**src/rtl/player_step_ctrl_if.sv**
```systemverilog
// Wall-map query channel between the player step controller and the maze map.
// The controller drives request and cell; the map answers with a one-cycle ack.
interface player_step_ctrl_if #(
  parameter int CW = 4
);
  logic          wall_req;
  logic [CW-1:0] wall_x;
  logic [CW-1:0] wall_y;
  logic          wall_ack;
  logic          wall_hit;

  modport master (output wall_req, output wall_x, output wall_y,
                  input wall_ack, input wall_hit);
  modport slave  (input wall_req, input wall_x, input wall_y,
                  output wall_ack, output wall_hit);
endinterface

```
**src/rtl/player_step_ctrl.sv**
```systemverilog
// Player step controller: each rising edge of the divider wave runs one step that
// either turns the player or moves one cell after a wall-map check.
module player_step_ctrl #(
  parameter int MAZE_W    = 16,
  parameter int MAZE_H    = 16,
  parameter int CW        = 4,
  parameter int START_X   = 1,
  parameter int START_Y   = 1,
  parameter int START_DIR = 0
) (
  input  logic                clkin,
  input  logic                resetn,
  input  logic                rate_clk,
  input  logic [3:0]          keys_n,
  player_step_ctrl_if.master  wall,
  output logic [CW-1:0]       pos_x,
  output logic [CW-1:0]       pos_y,
  output logic [1:0]          heading,
  output logic                redraw
);

  typedef enum logic [2:0] {
    IDLE     = 3'd0,
    DECODE   = 3'd1,
    QUERY    = 3'd2,
    WAIT_ACK = 3'd3,
    DONE     = 3'd4
  } state_t;

  // One extra bit lets underflow below 0 wrap to a value that fails the range test.
  localparam logic [CW:0] MAX_X = (CW+1)'(MAZE_W);
  localparam logic [CW:0] MAX_Y = (CW+1)'(MAZE_H);
  localparam logic [CW:0] ONE   = {{CW{1'b0}}, 1'b1};

  state_t        state_q;
  logic          rate_prev_q;
  logic          pending_q;
  logic [3:0]    keys_q;
  logic [CW-1:0] pos_x_q;
  logic [CW-1:0] pos_y_q;
  logic [1:0]    heading_q;
  logic          wall_req_q;
  logic [CW-1:0] wall_x_q;
  logic [CW-1:0] wall_y_q;
  logic          redraw_q;

  logic          tick_s;
  logic          move_s;
  logic          turn_l_s;
  logic          turn_r_s;
  logic          in_range_s;
  logic [1:0]    dir_s;
  logic [CW:0]   tgt_x_d;
  logic [CW:0]   tgt_y_d;

  assign tick_s = rate_clk & ~rate_prev_q;

  // Decode captured keys and compute the move target cell.
  always_comb begin
    move_s   = keys_q[3] ^ keys_q[2];
    turn_l_s = keys_q[1] & ~keys_q[0];
    turn_r_s = keys_q[0] & ~keys_q[1];
    if (keys_q[3]) begin
      dir_s = heading_q;
    end else begin
      dir_s = heading_q ^ 2'd2;
    end
    tgt_x_d = {1'b0, pos_x_q};
    tgt_y_d = {1'b0, pos_y_q};
    case (dir_s)
      2'd0:    tgt_y_d = {1'b0, pos_y_q} - ONE;
      2'd1:    tgt_x_d = {1'b0, pos_x_q} + ONE;
      2'd2:    tgt_y_d = {1'b0, pos_y_q} + ONE;
      2'd3:    tgt_x_d = {1'b0, pos_x_q} - ONE;
      default: tgt_x_d = {1'b0, pos_x_q};
    endcase
    in_range_s = (tgt_x_d < MAX_X) && (tgt_y_d < MAX_Y);
  end

  // Step sequencer with registered position, heading and query outputs.
  always_ff @(posedge clkin or negedge resetn) begin
    if (!resetn) begin
      state_q     <= IDLE;
      rate_prev_q <= 1'b0;
      pending_q   <= 1'b0;
      keys_q      <= 4'd0;
      pos_x_q     <= CW'(START_X);
      pos_y_q     <= CW'(START_Y);
      heading_q   <= 2'(START_DIR);
      wall_req_q  <= 1'b0;
      wall_x_q    <= {CW{1'b0}};
      wall_y_q    <= {CW{1'b0}};
      redraw_q    <= 1'b0;
    end else begin
      rate_prev_q <= rate_clk;
      redraw_q    <= 1'b0;
      if (tick_s && (state_q != IDLE)) begin
        pending_q <= 1'b1;
      end
      case (state_q)
        IDLE: begin
          if (tick_s || pending_q) begin
            keys_q    <= ~keys_n;
            pending_q <= 1'b0;
            state_q   <= DECODE;
          end
        end
        DECODE: begin
          if (move_s) begin
            if (in_range_s) begin
              wall_x_q   <= tgt_x_d[CW-1:0];
              wall_y_q   <= tgt_y_d[CW-1:0];
              wall_req_q <= 1'b1;
              state_q    <= QUERY;
            end else begin
              state_q <= IDLE;
            end
          end else if (turn_l_s) begin
            heading_q <= heading_q - 2'd1;
            redraw_q  <= 1'b1;
            state_q   <= DONE;
          end else if (turn_r_s) begin
            heading_q <= heading_q + 2'd1;
            redraw_q  <= 1'b1;
            state_q   <= DONE;
          end else begin
            state_q <= IDLE;
          end
        end
        QUERY: state_q <= WAIT_ACK;
        WAIT_ACK: begin
          if (wall.wall_ack) begin
            wall_req_q <= 1'b0;
            if (!wall.wall_hit) begin
              pos_x_q  <= wall_x_q;
              pos_y_q  <= wall_y_q;
              redraw_q <= 1'b1;
              state_q  <= DONE;
            end else begin
              state_q <= IDLE;
            end
          end
        end
        DONE: state_q <= IDLE;
        default: begin
          wall_req_q <= 1'b0;
          state_q    <= IDLE;
        end
      endcase
    end
  end

  assign wall.wall_req = wall_req_q;
  assign wall.wall_x   = wall_x_q;
  assign wall.wall_y   = wall_y_q;
  assign pos_x         = pos_x_q;
  assign pos_y         = pos_y_q;
  assign heading       = heading_q;
  assign redraw        = redraw_q;

endmodule

```
**src/flat_wrapper.sv**
```systemverilog
// flat-port wrapper written by rule: the top's interface ports become plain ports
module player_step_ctrl_flat 
#(
  parameter int MAZE_W    = 16,
  parameter int MAZE_H    = 16,
  parameter int CW        = 4,
  parameter int START_X   = 1,
  parameter int START_Y   = 1,
  parameter int START_DIR = 0
)
  (clkin, resetn, rate_clk, keys_n, pos_x, pos_y, heading, redraw, wall_wall_req, wall_wall_x, wall_wall_y, wall_wall_ack, wall_wall_hit);
  player_step_ctrl_if #(.CW(CW)) wall_i ();
  input  logic clkin;
  input  logic resetn;
  input  logic rate_clk;
  input  logic [3:0] keys_n;
  output logic [CW-1:0] pos_x;
  output logic [CW-1:0] pos_y;
  output logic [1:0] heading;
  output logic redraw;
  output wire logic [$bits(wall_i.wall_req)-1:0] wall_wall_req;
  output wire logic [$bits(wall_i.wall_x)-1:0] wall_wall_x;
  output wire logic [$bits(wall_i.wall_y)-1:0] wall_wall_y;
  input wire logic [$bits(wall_i.wall_ack)-1:0] wall_wall_ack;
  input wire logic [$bits(wall_i.wall_hit)-1:0] wall_wall_hit;
  assign wall_wall_req = wall_i.wall_req;
  assign wall_wall_x = wall_i.wall_x;
  assign wall_wall_y = wall_i.wall_y;
  assign wall_i.wall_ack = wall_wall_ack;
  assign wall_i.wall_hit = wall_wall_hit;
  player_step_ctrl #(.MAZE_W(MAZE_W), .MAZE_H(MAZE_H), .CW(CW), .START_X(START_X), .START_Y(START_Y), .START_DIR(START_DIR)) u_core (.clkin(clkin), .resetn(resetn), .rate_clk(rate_clk), .keys_n(keys_n), .wall(wall_i), .pos_x(pos_x), .pos_y(pos_y), .heading(heading), .redraw(redraw));
endmodule
```
**config.mk**
```make
export PLATFORM = sky130hd
export DESIGN_NAME = player_step_ctrl_flat
export DESIGN_NICKNAME = d
export VERILOG_FILES = /design/src/rtl/player_step_ctrl_if.sv /design/src/rtl/player_step_ctrl.sv /design/src/flat_wrapper.sv
export SDC_FILE = /design/constraint.sdc
export NUM_CORES = 1
export LEC_CHECK = 0
export ABC_AREA = 1
export ABC_CLOCK_PERIOD_IN_PS = 5900
export CORE_UTILIZATION = 50
export CTS_CLUSTER_SIZE = 28
export DETAILED_ROUTE_END_ITERATION = 8
export PLACE_DENSITY = 0.77
export SYNTH_ARGS = -nofsm -noshare
export SYNTH_HDL_FRONTEND = slang
export SYNTH_SLANG_ARGS = --single-unit
```
**constraint.sdc**
```tcl
create_clock -name clkin -period 5.9 [get_ports clkin]
set_input_delay 1.18 -clock clkin [delete_from_list [all_inputs] [get_ports clkin]]
set_output_delay 1.18 -clock clkin [all_outputs]
set_load 0.05 [all_outputs]
```
# == Word level (Yosys, flattened, before mapping) ==
# Index checks and enable logic that the tools add are counted.
# totals
register_bits,29
latchBits,0
ram_bits,0
romBits,0
word_cells,82
mem_count,0
# op_classes
add_sub_neg,6
mul,0
div_mod_pow,0
order_cmp,2
eq_ne,11
n_shift,0
muxes,26
n_bitwise,12
n_reduce_logical,14
# op_table
operator,n
5-bit one-hot mux with 2 select lines,2
3-bit two-way mux,6
3-bit one-hot mux with 4 select lines,1
1-bit two-way mux,11
4-bit by 1-bit adder with 5-bit output (second input constant),2
5-bit < comparator (second input constant),2
4-bit by 1-bit subtractor with 5-bit output (second input constant),2
3-bit AND reduction,3
2-bit two-way mux,4
1-bit NOT,7
3-bit by 2-bit == test with 1-bit output (second input constant),2
2-bit by 1-bit != test with 1-bit output (second input constant),3
2-bit == test (second input constant),2
4-bit NOT,1
2-bit AND reduction,2
4-bit AND reduction,1
1-bit bitwise AND,3
3-bit by 1-bit == test with 1-bit output (second input constant),1
3-bit == test (second input constant),1
3-bit logical NOT,1
1-bit one-hot mux with 3 select lines,1
3-bit nonzero test,1
3-bit OR reduction,1
2-bit by 1-bit adder with 2-bit output (second input constant),1
9 further kinds,10

# == Logic depth before layout (Yosys ltp) ==
# logic_depth
depth_word,9
ltp_mapped,15

# == Least setup slack after synthesis ==
# OpenSTA, ideal clock, no wires.
# synth_timing
path_kind,reg2reg
from,"register u_core.heading_q[1], in the netlist u_core.heading[1]"
to,"register u_core.wall_x_q[3], in the netlist u_core.wall.wall_x[3]"
setup_time_ps,118
t_arrival_ps,2221
required_time_ps,5782
slack_ps,3561
path_stages_with_launch,14
n_path_buf,0
synth_period_minus_slack_ps,2339
cell_sequence,dfrtp_1 inv_1 nand2_1 nand2_2 nor2_4 inv_1 ha_1 nand2_1 o21a_1 xor2_1 nand2_2 nand3_4 nand2_1 nand2_1
# synth_via
elab_chain_cells,7
elab_cells_between_ends,12
classes_between,order compare (2); eq/ne (3); mux (3); bitwise (1); reduce/logical (3)
# synth_rtl
element,line_no,source
start: declaration,player_step_ctrl.sv:41,logic [1:0] heading_q;
start signal: assignment,player_step_ctrl.sv:89,heading_q <= 2'(START_DIR);
start signal: assignment,player_step_ctrl.sv:119,heading_q <= heading_q - 2'd1;
start signal: assignment,player_step_ctrl.sv:123,heading_q <= heading_q + 2'd1;
1-bit NOT (no line),n/a,
2-bit two-way mux (*),player_step_ctrl.sv:63,if (keys_q[3]) begin
"2-bit == test, or another cell as far along",player_step_ctrl.sv:70,case (dir_s)
5-bit one-hot mux with 2 select lines,player_step_ctrl.sv:70,
5-bit < comparator,player_step_ctrl.sv:77,in_range_s = (tgt_x_d < MAX_X) && (tgt_y_d < MAX_Y);
1-bit logical AND,player_step_ctrl.sv:77,
3-bit AND reduction (no line),n/a,
end signal: assignment,player_step_ctrl.sv:91,wall_x_q <= {CW{1'b0}};
end signal: assignment,player_step_ctrl.sv:111,wall_x_q <= tgt_x_d[CW-1:0];
end: declaration,player_step_ctrl.sv:43,logic [CW-1:0] wall_x_q;
# Mark *: on every way between the ends. The rest lies on a longest branch, timed or not.
# A chain may end at the register's enable or synchronous reset.

# == Final worst setup path ==
# layout_timing
from,"register u_core.heading_q[0], in the netlist u_core.heading[0]"
to,output heading[0]
# layout_rtl
element,line_no,source
end: declaration,flat_wrapper.sv:19,output logic [1:0] heading;
# No word-level cell between the ends.

==> results.cfg <==
[final_layout]
syn2layout_area_growth_pct = 23.3
fin_cells = 268
finish.utilization_pct = 64.6
drive_above_1_share_pct = 8.48
fin_area_um2 = 1970
antenna_cells = 0
fillers = 290
nNetsFinal = 238

[floorplan]
die_height_um = 58.6
initial_utilization_pct = 52.4
core_area_um2 = 3050
io_pins = 29
dieArea_um2 = 3430
fp-row-count = 20
fp.dieW_um = 58.6

[run_status]
status = finished, final reports clean

[setup_path]
r2r_start = u_core.heading[0]$_DFFE_PN0P_
cpPeakStageDelay_ns = 0.94
crit_fanout = 20
critPathLaunch = u_core.heading[0]$_DFFE_PN0P_
cp.required_ns = 4.72
r2r_cells = 12
cp-end-kind = primary output
startpoint_type = flip-flop
cp_slowest_cell = clkdlybuf4s50_1
crit_buf_inv = 1
cp_top_family = buffers and inverters
cp_num_cells = 1
arrival_ns = 2.11
path_cells = clkdlybuf4s50_1
worstSetupPathType = reg -> out

[timing]
setup_tns_ns = 0
rsz0062_at_grt = no
fin_skew_ns = 0.00650
max_slew.worst_pin.slew_ns = 0.764
clock.fmax_ghz = 0.304
drv_slew = 0
period_needed_ns = 3.29
setup_viol = 0
min_period_over_period_pct = 55.8
finalHoldViolCount = 0
timing.slew.headroom_pct = 49.1

[synthesis]
yosysMostFrequentCell = nand2_1
synthTopCellsByArea = dfrtp_1 (42%), nand2_1 (13%), inv_1 (5.2%)
async_reset_ff_share_pct = 100
synth_nets = 205
yosysWarnings = 0
syn_area_per_cell_um2 = 8.42
synthCells = 190
synth_top_area_share_pct = 42.2
synth.top_cells.by_count = nand2_1 (55), dfrtp_1 (27), inv_1 (22)
ys_seq_elements = 29
yosysTopAreaCell = dfrtp_1
ys_seq_area_share_pct = 45.5
synth-edff-count = 0
syn-cell-area_um2 = 1600
synth_ff_type = dfrtp_1
synth.distinct_cells = 30

[detailed_routing]
vias = 1399
ant_nets = 0
drtIter0Drc = 90
wire_per_inst_um = 12.8
drt_pass1_iterations = 4
vias_per_cell = 5.22
drc_errors = 0
drt_wl_total_um = 3440

[global_routing]
grt_pass1_vias = 1365
grt-ovfl-total = 0
grt_start_max_net_pins = 30
antenna_found_initial = 0
grt_usage_pct = 23.7
grt_pass1_wl_um = 6070

[clock_network]
hold_buffers = 0
h-tree-depth = 2
cts_buffer_depth = 2
worstSkewPairLatency_ns = 0.32
clock-sinks = 29
cts_tree = done
cts-root-buf = clkbuf_4
clkTransAtPathRegs_ns = 0.09
cts_buffers = 5
cts_resized = 0
cts_setup_buffers = 0

[place]
dp_hpwl_um = 2520
portBuffers = 28
post_dp_cell_area_um2 = 1920
gp_congestion = 0.880
post-place-cells = 260

[hold_path]
hold_class = reg -> reg
hp-start = u_core.wall.wall_x[2]$_DFFE_PN0P_
holdPathStages = 2

[flow_run]
maxCapViolations = 0
[kinds of logic (layout without fill, tap and decap cells)]
| kind of cell | after synthesis | count (layout) | share of synthesized area (%) |
|---|---|---|---|
| DFF | 29 | 29 | 45.5 |
| AOI/OAI and AO/OA | 25 | 25 | 8.84 |
| and+or+nand+nor | 93 | 93 | 27.4 |
| xor gates and xnor gates | 8 | 8 | 4.38 |
| buffers and inverters | 26 | 60 | 6.57 |
| muxes | 3 | 3 | 2.11 |
| adders and majority gates | 6 | 6 | 5.16 |
[registers in the layout, summed over array words and instances (netlist names)]
| signal | cells |
|---|---|
| u_core.wall.wall_x | 4 |
| u_core.pos_x | 4 |
| u_core.pending_q | 1 |
| u_core.state_q | 3 |
| u_core.rate_prev_q | 1 |
| u_core.pos_y | 4 |
| u_core.redraw | 1 |
| u_core.wall.wall_req | 1 |
| u_core.keys_q | 4 |
| u_core.heading | 2 |
| u_core.wall.wall_y | 4 |
[cell type report]
class,count,area [µm²],area share [%]
tap,44,55.1,2.79
multi-input combinational,135,767,38.9
inverter,23,86.3,4.38
timing repair buffer,29,288,14.6
sequential,29,728,36.9
clock buffer,8,48.8,2.47
[worst reg2reg max path: stages (launching register included)]
cell     delay, ns
dfrtp_1       0.85
nand3_1       0.30
nand2_1       0.18
nand2_1       0.06
inv_1         0.05
ha_1          0.12
inv_1         0.06
a41oi_1       0.20
nor2_1        0.10
nand2_4       0.12
nand3_4       0.17
nand2_1       0.11
nand2_1       0.07
[cell usage in the layout, fill, tap and decap left out]
master / count
a21oi_1: 8
mux2_2: 3
nand3b_1: 1
nor4_4: 1
ha_1: 5
clkbuf_1: 3
inv_2: 1
a22o_1: 1
nand3_4: 1
xor2_1: 5
buf_4: 1
nor2_1: 12
xnor2_1: 3
nand2_4: 1
inv_1: 22
fa_1: 1
clkbuf_4: 5
nand3_1: 8
o21a_1: 1
a31oi_1: 1
nor3_1: 2
clkdlybuf4s50_1: 28
dfrtp_1: 27
nor2_4: 1
a211oi_1: 1
o21ai_0: 11
o211ai_1: 1
nand4_1: 8
a41oi_1: 1
nand2_2: 3
dfstp_2: 2
nand2_1: 55
[final timing paths]
kind / slack (ns) / endpoint
max: 2.61 / heading[0]
min: 0.50 / u_core.wall.wall_x[2]$_DFFE_PN0P_
max reg2reg: 3.39 / u_core.wall.wall_y[2]$_DFFE_PN0P_
min reg2reg: 0.50 / u_core.wall.wall_x[2]$_DFFE_PN0P_
max in group asynchronous: 4.35 / u_core.pos_y[0]$_DFFE_PN1P_
min in group asynchronous: 1.23 / u_core.state_q[2]$_DFFE_PN0P_
[per-stage QoR]
step                      hold slack (ns)  setup slack, ns
final                               0.503             2.61
after global placement              0.473             3.01
after floorplan                     0.453             3.56
after detailed placement            0.486             2.97
after global routing                0.535             2.53
after CTS                           0.509             2.60
[per-layer routing]
layer / share of wire (%) / wire, µm / vias to the layer above / track usage, %
met5: 0 / 0 / - / 0
met4: 1.9 / 65 / 0 / 12.2
met3: 4.4 / 150 / 7 / 5.71
met2: 49 / 1690 / 41 / 37.4
met1: 45 / 1530 / 666 / 30.4
li1: - / - / 685 / -
Power is left out: the tool's default activity adds up to more than one toggle a clock period on the data nets, which glitch-free logic cannot reach.
